$ cat config.mk
export PLATFORM = sky130hd
export DESIGN_NAME = debug_mem_dumper
export DESIGN_NICKNAME = d
export VERILOG_FILES = /design/src/rtl/debug_mem_dumper.sv
export SDC_FILE = /design/constraint.sdc
export NUM_CORES = 1
export LEC_CHECK = 0
export ABC_AREA = 1
export CORE_MARGIN = 2
export CORE_UTILIZATION = 27
export DETAILED_ROUTE_END_ITERATION = 8
export PLACE_DENSITY = 0.46
export SLEW_MARGIN = 20
export SYNTH_ARGS = -nofsm -noshare
export SYNTH_HDL_FRONTEND = slang
export SYNTH_SLANG_ARGS = --single-unit
$ cat constraint.sdc
create_clock -name clk -period 1.8 [get_ports clk]
set_input_delay 0.18 -clock clk [delete_from_list [all_inputs] [get_ports clk]]
set_output_delay 0.18 -clock clk [all_outputs]
set_load 0.01 [all_outputs]
$ cat src/rtl/debug_mem_dumper.sv
// Streams a byte range from the processor debug port, followed by a two's-complement checksum byte.
// One debug address is presented at a time; each byte gets one settle cycle before capture.
module debug_mem_dumper #(
    parameter int unsigned ADDRESS_SIZE = 11,
    parameter int unsigned DATA_SIZE    = 8
) (
    input  logic                    clk,
    input  logic                    reset,
    input  logic                    start,
    input  logic                    abort,
    input  logic [ADDRESS_SIZE-1:0] startAddress,
    input  logic [ADDRESS_SIZE-1:0] endAddress,
    output logic [ADDRESS_SIZE-1:0] debugAddress,
    input  logic [DATA_SIZE-1:0]    debugMemOut,
    output logic [DATA_SIZE-1:0]    outData,
    output logic                    outValid,
    input  logic                    outReady,
    output logic                    busy,
    output logic                    done,
    output logic                    rangeError,
    output logic [ADDRESS_SIZE:0]   byteCount
);

    localparam int unsigned COUNT_SIZE = ADDRESS_SIZE + 1;

    typedef enum logic [2:0] {
        IDLE,
        READ,
        SEND,
        CKSUM,
        DONE
    } state_t;

    state_t                  state;
    logic [ADDRESS_SIZE-1:0] endLatch;
    logic [DATA_SIZE-1:0]    checksum;

    // Dump sequencer; every output is a register.
    always_ff @(posedge clk or negedge reset) begin
        if (!reset) begin
            state        <= IDLE;
            endLatch     <= '0;
            checksum     <= '0;
            debugAddress <= '0;
            outData      <= '0;
            outValid     <= 1'b0;
            busy         <= 1'b0;
            done         <= 1'b0;
            rangeError   <= 1'b0;
            byteCount    <= '0;
        end else begin
            done       <= 1'b0;
            rangeError <= 1'b0;
            case (state)
                IDLE: begin
                    if (start) begin
                        if (endAddress >= startAddress) begin
                            endLatch     <= endAddress;
                            debugAddress <= startAddress;
                            checksum     <= '0;
                            byteCount    <= '0;
                            busy         <= 1'b1;
                            state        <= READ;
                        end else begin
                            rangeError <= 1'b1;
                        end
                    end
                end
                READ: begin
                    if (abort) begin
                        busy  <= 1'b0;
                        state <= IDLE;
                    end else begin
                        outData  <= debugMemOut;
                        checksum <= checksum + debugMemOut;
                        outValid <= 1'b1;
                        state    <= SEND;
                    end
                end
                SEND: begin
                    if (abort) begin
                        outValid <= 1'b0;
                        busy     <= 1'b0;
                        state    <= IDLE;
                    end else if (outReady) begin
                        byteCount <= byteCount + COUNT_SIZE'(1);
                        // Stop at the inclusive end so the top address never wraps.
                        if (debugAddress == endLatch) begin
                            outData <= DATA_SIZE'(0) - checksum;
                            state   <= CKSUM;
                        end else begin
                            debugAddress <= debugAddress + ADDRESS_SIZE'(1);
                            outValid     <= 1'b0;
                            state        <= READ;
                        end
                    end
                end
                CKSUM: begin
                    if (abort) begin
                        outValid <= 1'b0;
                        busy     <= 1'b0;
                        state    <= IDLE;
                    end else if (outReady) begin
                        outValid <= 1'b0;
                        done     <= 1'b1;
                        state    <= DONE;
                    end
                end
                DONE: begin
                    busy  <= 1'b0;
                    state <= IDLE;
                end
                default: begin
                    outValid <= 1'b0;
                    busy     <= 1'b0;
                    state    <= IDLE;
                end
            endcase
        end
    end

endmodule

## Word-level counts from Yosys, hierarchy flattened

Index checks and enable logic that the tools add are counted.

| word-level totals | value |
|---|---|
| output and inout bits | 35 |
| bits in registers | 57 |

| cells by class | value |
|---|---|
| add/subtract/negate cells | 4 |
| reduce and logical (&&, ||, !) cells | 14 |
| equal/unequal tests | 16 |
| magnitude comparators | 1 |
| bitwise logic cells | 1 |
| muxes and demuxes | 46 |

Operator list:

| kind | number |
|---|---|
| $mux W8 | 7 |
| $mux W11 | 5 |
| $mux W12 | 4 |
| $pmux W8 S2 | 2 |
| $pmux W12 S2 | 1 |
| $pmux W11 S2 | 1 |
| $mux W3 | 6 |
| $mux W1 | 15 |
| $reduce_and A5 Y1 | 3 |
| $ne A2 B2 Y1 const B | 7 |
| $add A12 B1 Y12 const B | 1 |
| $pmux W3 S4 | 1 |
| $add A11 B1 Y11 const B | 1 |
| $eq A11 B11 Y1 | 1 |
| $ge A11 B11 Y1 | 1 |
| $ne A3 B3 Y1 const B | 3 |
| $add A8 B8 Y8 | 1 |
| $reduce_and A4 Y1 | 2 |
| $sub A1 B8 Y8 const A | 1 |
| $eq A3 B2 Y1 const B | 2 |
| $reduce_and A3 Y1 | 2 |
| $reduce_and A6 Y1 | 1 |
| $reduce_bool A2 Y1 | 3 |
| $mux W2 | 2 |
| other kinds (9) | 9 |

## Longest topological paths before layout

| logic depth | value |
|---|---|
| depth in word-level cells | 5 |
| depth in mapped cells | 16 |
| mapped depth without buffers | 15 |

## Least setup slack after synthesis

No wires, ideal clock.

| timing path | value |
|---|---|
| path type | register -> register |
| start point | register checksum[2] |
| end point | register checksum[7] |
| period minus slack after synthesis | 1.658 ns |
| cell stages (with the launch flop) | 9 |
| path slack | 0.142 ns |
| data arrival time | 1.541 ns |
| buffers on the path | 0 |
| data required time | 1.683 ns |
| library setup time | 0.117 ns |
| cell sequence | dfrtp_1 ha_1 a21oi_1 o21ai_0 nand2_1 nand2_1 or2_2 nand2_1 o21ai_2 |

| on the way | value |
|---|---|
| word-level cells in the longest chain between the ends | 3 |

Ends and longest elaborated chain:

| item | RTL line | RTL |
|---|---|---|
| start: declaration | 36 | `logic [DATA_SIZE-1:0] checksum;` |
| start signal: assignment | 75 | `checksum <= checksum + debugMemOut;` |
| $add A8 B8 Y8 | 75 |  |
| $mux W8 | 70 | `if (abort) begin` |
| $pmux W8 S2 | 54 | `case (state)` |

No other way between the ends. The select of a mux whose other input is x is not followed.
A chain may end at the register's enable or synchronous reset.

## Worst setup path after layout

| timing path | value |
|---|---|
| start point | input endAddress[0] |
| end point | register endLatch[0] |

| on the way | value |
|---|---|
| word-level cells in the longest chain between the ends | 2 |

Ends and longest elaborated chain:

| item | RTL line | RTL |
|---|---|---|
| start: declaration | 12 | `input logic [ADDRESS_SIZE-1:0] endAddress,` |
| $ge A11 B11 Y1 | 57 | `if (endAddress >= startAddress) begin` |
| $reduce_and A3 Y1 (no source line) | - |  |
| end signal: assignment | 58 | `endLatch <= endAddress;` |
| end: declaration | 35 | `logic [ADDRESS_SIZE-1:0] endLatch;` |

Parallel ways exist; a longest one is shown, timed or not.

==> impl_metrics.py <==
metrics = {
    "worst_setup_path": {
        "critical_path_arrival_ps": 1880,
        "timing.rr.end": "debugAddress[2]",
        "start_kind": "input pin",
        "cpPeakStageDelay_ps": 450,
        "path_cells": "clkdlybuf4s50_1 -> inv_1 -> ha_1 -> nand2_1 -> nor2_1 -> nand3_2 -> nand2_2 -> inv_2 -> nand3_4 -> nand3_4 -> clkbuf_16 -> nand2_1 -> o21ai_0",
        "crit_required_ps": 2000,
        "timing.critical_path.fanout_max": 6,
        "cpMaxStageDelayCell": "clkdlybuf4s50_1",
        "reg2reg_setup_slack_ps": 120,
        "reg2reg_from": "debugAddress[1]",
        "reg2reg_depth": 10,
        "critPathCaptureType": "register",
        "setup_crit_path_kind": "in2reg",
    },
    "routing": {
        "via_per_inst": 4.47,
        "vias": 3902,
        "route.antenna.remaining_nets": 0,
        "drt_pre_antenna_iters": 4,
        "detail_route.wl_per_cell_um": 13.3,
        "postRouteWirelength_um": 11600,
        "post_route_drc_violation_count": 0,
        "drt_first_iter_violations": 181,
    },
    "synthesis": {
        "seq_area_frac_synth": 0.360,
        "synth_largest_area_cell": "dfrtp_1",
        "synth_nets": 603,
        "yosysWarningCount": 0,
        "ys_types": 36,
        "synth_top_flop_cell": "dfrtp_1",
        "post_synth_instance_area_um2": 3960,
        "number_of_enable_flip_flop_cells_after_synthesis": 0,
        "syn_avg_cell_area_um2": 7.26,
        "postSynthCellCount": 546,
        "synth_top_area_frac": 0.360,
        "synth.area.top_cells": "dfrtp_1, nand2_1, nand3_1",
        "async_set_or_reset_register_ratio_after_synthesis": 1.00,
        "ys_ff_latch": 57,
    },
    "layout": {
        "area_delta_synth_final_pct": 52.1,
        "most_frequent_cells_in_the_layout": "nand2_1, inv_1, buf_4",
        "drive_above_1_share": 0.236,
        "final_util": 0.418,
        "layout.cells.most_common": "nand2_1",
        "cell_area_after_layout_um2": 6030,
        "nets": 739,
    },
    "timing": {
        "period_needed_ps": 1680,
        "unrepaired_setup_endpoints_after_global_routing": "true",
        "max_freq_mhz": 594,
        "final_cycle_utilization_of_the_critical_path": 0.935,
        "timing.final.hold_violations": 0,
        "final-max-slew-violation-count": 0,
        "worstMarginPinSlew_ps": 339,
        "max-slew-margin-rel": 0.774,
        "setup_viol_count_final": 0,
        "finalHoldWorstSlack_ps": 179,
        "finalClockSkew_ps": 9.42,
    },
    "placement": {
        "dpl-instance-area_um2": 5270,
        "hpwl_um": 8690,
        "io_buffer_count": 69,
        "place_congestion": 0.786,
    },
    "pwr": {
        "worst_ir_drop_vdd_mv": 0.463,
        "powerDensity_nw_per_um2": 1520,
        "p_leak_nw": 3.12,
    },
    "clock_tree": {
        "cts_made_buffers": 9,
        "clockBufferDepth": 2,
        "ctsHtreeMaxLevel": 3,
        "clock_slew_at_the_register_clock_pins_of_the_worst_setup_and_hold_paths_ps": 50,
        "clk-insertion-delay-late_ps": 330,
        "tritoncts": "built",
        "cts.root.buffer_cell": "clkbuf_16",
        "clock_sink_count": 57,
    },
    "global_route": {
        "grt_pass1_vias": 3940,
        "globalRouteMet2Util": 0.243,
        "grt_util_all_layers": 0.153,
        "gr_overflow_total": 0,
        "grt_util_met3": 0.0389,
        "antenna_violations_before_repair": 2,
        "global_route_wire_length_before_repair_um": 19400,
        "grt_start_max_net_pins": 58,
        "globalRouteMet1Util": 0.206,
        "grt.busiest_layer": "met2",
    },
    "status": {
        "status": "completed",
    },
    "min_path": {
        "number_of_instances_on_the_worst_hold_path": 3,
        "min_path_type": "in2reg",
        "min_to": "endLatch[5]",
        "min_from": "endAddress[5]",
    },
    "floorplan": {
        "std_cell_rows": 44,
        "core_area_um2": 14400,
        "num_io_pins": 70,
        "die_w_um": 125,
        "die_height_um": 125,
        "start_util": 0.275,
        "design.die.area_um2": 15700,
    },
    "job": {
        "reported_max_cap_violation_count": 0,
    },
}
[per-layer routing]
| layer | vias to the layer above | wire, um |
|---|---|---|
| li1 | 2029 | - |
| met1 | 1789 | 5670 |
| met2 | 70 | 5250 |
| met3 | 12 | 539 |
| met4 | 2 | 151 |
| met5 | - | 7 |
[per-stage QoR]
step	instances	setup slack (ps)	power, mW	TNS [ps]
global route	871	-12.5	9.97	-12.5
floorplan	546	142	4.98	0
finish	872	117	9.17	0
global placement	844	-374	6.78	-15240
CTS	863	12.1	8.90	0
detailed placement	844	-392	6.83	-15230
[worst max-delay path by stage]
stage | startpoint | to | slack [ps] | depth (start not counted)
after detailed placement | startAddress[10] | debugAddress[3] | -390 | 14
after global placement | startAddress[10] | debugAddress[1] | -370 | 14
final | endAddress[0] | endLatch[0] | 120 | 13
after floorplan | checksum[2] | checksum[7] | 140 | 8
after global routing | endLatch[4] | debugAddress[0] | -10 | 9
after CTS | startAddress[7] | debugAddress[2] | 10 | 14
[timing repair]
action / CTS / global route
setup buffers: 2 / 5
gates resized for setup: 16 / 75
cloned: 0 / 3
endpoints found under the hold margin: 57 / 0
pin swaps: 7 / 16
endpoints found under the setup margin: 31 / 53
hold buffers: 1 / 0
[where the power goes]
| group | switching (mW) | internal (mW) | leakage [nW] | total [mW] |
|---|---|---|---|---|
| clock | 0.608 | 1.28 | 0.162 | 1.89 |
| sequential | 0.401 | 1.76 | 0.738 | 2.16 |
| combinational | 2.71 | 2.40 | 2.23 | 5.11 |
[cell usage after synthesis (all sizes together) (2+ instances only)]
| cell type | instances |
|---|---|
| a21o | 2 |
| a21oi | 9 |
| a31oi | 3 |
| buf | 14 |
| dfrtp | 57 |
| ha | 21 |
| inv | 72 |
| mux2i | 5 |
| nand2 | 164 |
| nand3 | 63 |
| nand3b | 3 |
| nand4 | 9 |
| nor2 | 47 |
| nor3 | 8 |
| o21ai | 45 |
| or2 | 4 |
| xnor2 | 9 |
| xor2 | 5 |
[state kept, by name, indices dropped and copies added, names as in the netlist]
name / cells
busy: 1
byteCount: 12
checksum: 8
debugAddress: 11
done: 1
endLatch: 11
outData: 8
outValid: 1
rangeError: 1
state: 3
[critical path, delay by kind of cell]
kind                       cells  cell delay (ps)
buffers and inverters          4              760
AOI/OAI and AO/OA              1               70
and+or+nand+nor                7              580
adders and majority gates      1              280
[kinds of logic (layout without fill, tap and decap cells)]
| kind of cell | count (synthesis) | count (layout) | share of synthesized area |
|---|---|---|---|
| XOR/XNOR | 14 | 14 | 0.0309 |
| AND/OR/NAND/NOR | 298 | 298 | 0.330 |
| multiplexers | 5 | 5 | 0.0126 |
| AO/OA/AOI/OAI | 63 | 63 | 0.102 |
| other | 0 | 1 | 0 |
| flip-flops | 57 | 57 | 0.360 |
| buffers and inverters | 87 | 228 | 0.0928 |
| adder cells (fa/ha/maj) | 22 | 22 | 0.0714 |
[layout make-up]
type                       count  area, um2
antenna                        1       2.50
clock buffer                  11        253
clock inverter                 5       77.6
fill                        1488       8400
inverter                      72        273
multi-input combinational    402       2390
sequential                    57       1430
tap                          184        230
timing repair buffer         140       1370
Power figures use the tool's default switching activity.
